`config.mk`:
```
export PLATFORM = sky130hd
export DESIGN_NAME = xor_stream_unit
export DESIGN_NICKNAME = d
export VERILOG_FILES = /design/src/rtl/xor_stream_unit.sv
export SDC_FILE = /design/constraint.sdc
export NUM_CORES = 1
export LEC_CHECK = 0
export BUFFER_PORTS_ARGS = -buffer_cell sky130_fd_sc_hd__buf_2
export CAP_MARGIN = 5
export CORE_UTILIZATION = 40
export CTS_CLUSTER_DIAMETER = 100
export DETAILED_ROUTE_END_ITERATION = 12
export GPL_ROUTABILITY_DRIVEN = 0
export HOLD_SLACK_MARGIN = 0.12
export PLACE_DENSITY = 0.65
export SLEW_MARGIN = 20
export SYNTH_ARGS = -nofsm -noshare
export SYNTH_HDL_FRONTEND = slang
export SYNTH_SLANG_ARGS = --single-unit
export TNS_END_PERCENT = 100
```
`constraint.sdc`:
```
create_clock -name clk -period 1.6 [get_ports clk]
set_input_delay 0.16 -clock clk [delete_from_list [all_inputs] [get_ports clk]]
set_output_delay 0.16 -clock clk [all_outputs]
set_load 0.005 [all_outputs]
```
`src/rtl/xor_stream_unit.sv`:
```
// Registered bitwise XOR/XNOR stream stage with valid/ready flow control and a
// per-burst running XOR accumulator plus 1-based beat counter.

module xor_stream_lane #(
    parameter int INVERT = 0
) (
    input  logic a,
    input  logic b,
    output logic y
);
    localparam logic INV = (INVERT != 0);
    assign y = a ^ b ^ INV;
endmodule

module xor_stream_unit #(
    parameter int WIDTH  = 8,
    parameter int INVERT = 0,
    parameter int CNT_W  = 8
) (
    input  logic             clk,
    input  logic             rst_n,
    input  logic             in_valid,
    output logic             in_ready,
    input  logic [WIDTH-1:0] a,
    input  logic [WIDTH-1:0] b,
    input  logic             in_last,
    output logic             out_valid,
    input  logic             out_ready,
    output logic [WIDTH-1:0] y,
    output logic             par,
    output logic             out_last,
    output logic [WIDTH-1:0] acc,
    output logic [CNT_W-1:0] beat_cnt,
    output logic             busy
);
    typedef enum logic {IDLE, ACTIVE} state_t;

    state_t           state;
    logic [WIDTH-1:0] f;
    logic [WIDTH-1:0] acc_reg;
    logic [CNT_W-1:0] cnt_reg;
    logic [CNT_W-1:0] cnt_nxt;
    logic             accept;

    genvar i;
    generate
        for (i = 0; i < WIDTH; i++) begin : g_lane
            xor_stream_lane #(.INVERT(INVERT)) u_lane (
                .a (a[i]),
                .b (b[i]),
                .y (f[i])
            );
        end
    endgenerate

    // Output slot frees up in the same cycle the consumer drains it.
    assign in_ready = !out_valid || out_ready;
    assign accept   = in_valid && in_ready;
    assign cnt_nxt  = cnt_reg + CNT_W'(1);

    always_ff @(posedge clk or negedge rst_n) begin
        if (!rst_n) begin
            out_valid <= 1'b0;
            y         <= '0;
            par       <= 1'b0;
            out_last  <= 1'b0;
            acc       <= '0;
            beat_cnt  <= '0;
            busy      <= 1'b0;
            acc_reg   <= '0;
            cnt_reg   <= '0;
            state     <= IDLE;
        end else if (accept) begin
            out_valid <= 1'b1;
            y         <= f;
            par       <= ^f;
            out_last  <= in_last;
            acc       <= acc_reg ^ f;
            beat_cnt  <= cnt_nxt;
            if (in_last) begin
                acc_reg <= '0;
                cnt_reg <= '0;
            end else begin
                acc_reg <= acc_reg ^ f;
                cnt_reg <= cnt_nxt;
            end
            case (state)
                IDLE: if (!in_last) begin
                    state <= ACTIVE;
                    busy  <= 1'b1;
                end
                ACTIVE: if (in_last) begin
                    state <= IDLE;
                    busy  <= 1'b0;
                end
                default: begin
                    state <= IDLE;
                    busy  <= 1'b0;
                end
            endcase
        end else if (out_ready) begin
            // Payload registers keep their stale values; only valid drops.
            out_valid <= 1'b0;
        end
    end
endmodule

```
==> flow_metrics.tcl <==
set metrics [dict create \
    initial_core_util 0.416 \
    critPathArrivalTime_ps 1610 \
    overflow 0 \
    wl_per_cell_um 11.2 \
    power_uw 2910 \
    worst_path_max_delay_cell "dfrtp_1" \
    pre_cts_slack_ps 166 \
    period_needed_ps 1430 \
    die_height_um 74.9 \
    drt-pass1-iter-count 4 \
    regToRegEndpoint "cnt_reg[6]" \
    htreeDepth 2 \
    grt_pass1_vias 1393 \
    powerDensity_nw_per_um2 1120 \
    crit_fanout 5 \
    ant_nets 0 \
    layout-drive-gt1-share 0.288 \
    clk_pin_slew_ps 80 \
    root_buffer "clkbuf_8" \
    largest_reg_flops 16 \
    finalWirelength_um 3790 \
    fin_hold_ws_ps 208 \
    drv_cap 0 \
    avgSynthCellArea_um2 9.93 \
    finalCritPeriodShare 0.892 \
    cp-start-kind "register" \
    vias_per_cell 4.80 \
    status "finished clean" \
    fmax_ghz 0.701 \
    synthCells 214 \
    fin_util 0.508 \
    syn_area_um2 2120 \
    grt_usage 0.154 \
    timing.rr.start "cnt_reg[1]" \
    synth_cell_type_count 23 \
    cts.path.max_buffers 2 \
    grt_antenna_before_repair 0 \
    worstMarginPinSlew_ps 436 \
    area_delta_synth_final_pct 22.1 \
    yosysWarnings 0 \
    crit_chain "ha_1, nand3_1, nor2_2, nor2_1, o21ai_0, o21ai_0" \
    post_cts_buffers 0 \
    layout_common_cells "buf_2 (49), dfrtp_1 (45), o21ai_0 (43)" \
    chipWidth_um 74.9 \
    portBuffers 49 \
    num_vias 1619 \
    nNetsFinal 288 \
    fin_skew_ps 5.15 \
    setup_viol_count_final 0 \
    setup_tns_ps 0 \
    max_slew_margin 0.709 \
    dp_hpwl_um 2650 \
    seq_area_frac_synth 0.530 \
    core-area_um2 5110 \
    ir_drop_mv 0.367 \
    die_area_um2 5610 \
    tritoncts "yes" \
    yosysTopAreaCell "dfrtp_1" \
    grt_max_degree 53 \
    crit_type "register to register" \
    cp-end-kind "register" \
    cp-endpoint "cnt_reg[6]" \
    ys_ff_latch 45 \
    cts.sinks 45 \
    layout_setup_ws_ps 172 \
    hold_viol 0 \
    max_stage_delay_ps 410 \
    startpoint "cnt_reg[1]" \
    grt_pass1_wl_um 6390 \
    synth_area_leaders "dfrtp_1 (53%), o21ai_0 (10%), nand2_1 (7.6%)" \
    reg2reg_slack_ps 170 \
    clk_latency_ps 300 \
    p_leak_uw 0.00122 \
    drtIter0Drc 60 \
    worst_path_most_repeated_cell "o21ai_0" \
    worstPathRequired_ps 1780 \
    floorplan.rows 26 \
    final_common_cell "buf_2" \
    cts_buffers 5 \
    ff2ff_path_depth 6 \
    drc 0 \
    antenna_cells 0 \
    syn_nets 236 \
    hold_class "input pin to register" \
    rsz0062_at_grt "no" \
    netlist.area_leader.share 0.530 \
    io_pins 50 \
    drv_slew 0 \
]
==> layout make-up <==
| cell class | instances | area (um^2) |
|---|---|---|
| multi-input cells | 158 | 951 |
| well taps | 70 | 87.6 |
| flip-flops and latches | 45 | 1130 |
| clock inverters | 1 | 5.00 |
| repair buffers | 56 | 328 |
| fillers | 523 | 2510 |
| clock buffers | 7 | 96.3 |
==> timing repair <==
item	in CTS	in global routing
hold endpoints to repair	18	0
hold buffers	2	0
gates resized for setup	0	1
endpoints found under the setup margin	0	1
==> cells in the mapped netlist <==
cell and count:
dfrtp_1 45, nand3_1 4, xnor2_1 10, o31ai_1 2
buf_4 1, a21oi_1 7, ha_1 1, xor2_1 10
mux2i_1 1, buf_2 6, a31oi_1 2, nand2_1 43
clkbuf_1 4, nor3_1 7, xnor2_2 8, nand2b_1 3
and3_1 1, mux2_2 3, o21ai_0 43, xor2_2 1
nor2_1 10, or2_2 1, o21ai_1 1
==> cells by family after synthesis <==
group,synth area share
flip-flops,0.530
XOR/XNOR,0.151
AND/OR/NAND/NOR,0.134
buffers and inverters,0.0247
multiplexers,0.0206
adder cells (fa/ha/maj),0.00589
AO/OA/AOI/OAI,0.133
==> worst min-delay path by stage <==
stage	start	to	cells past startpoint
4_1_cts	out_ready	out_valid	3
6_report	out_ready	out_valid	3
2_1_floorplan	rst_n	acc[0]	0
3_5_place_dp	rst_n	busy	1
5_1_grt	a[6]	acc_reg[6]	4
3_3_place_gp	rst_n	busy	1
==> stage by stage <==
step | area, um^2 | instances
global placement | 2470 | 327
floorplan | 2120 | 214
CTS | 2590 | 337
finish | 2590 | 337
global route | 2590 | 337
detailed placement | 2470 | 327
==> layer usage <==
metal	vias up	track usage	share of wire
li1	819	-	-
met1	756	0.208	0.48
met5	-	0	0
met3	7	0.0361	0.043
met4	0	0.0692	0.019
met2	37	0.235	0.45
==> worst max-delay path, delay by kind of cell, from the launching register on <==
family | cells | cell delay, ps
adders and majority gates | 1 | 260
DFF | 1 | 410
and+or+nand+nor | 3 | 400
AOI/OAI and AO/OA | 2 | 230
==> power breakdown <==
group	internal, uW	switching, uW
Clock	390	370
Sequential	1340	140
Combinational	338	330
Total	2070	840
Note: power is estimated with default switching activity, not from simulation.
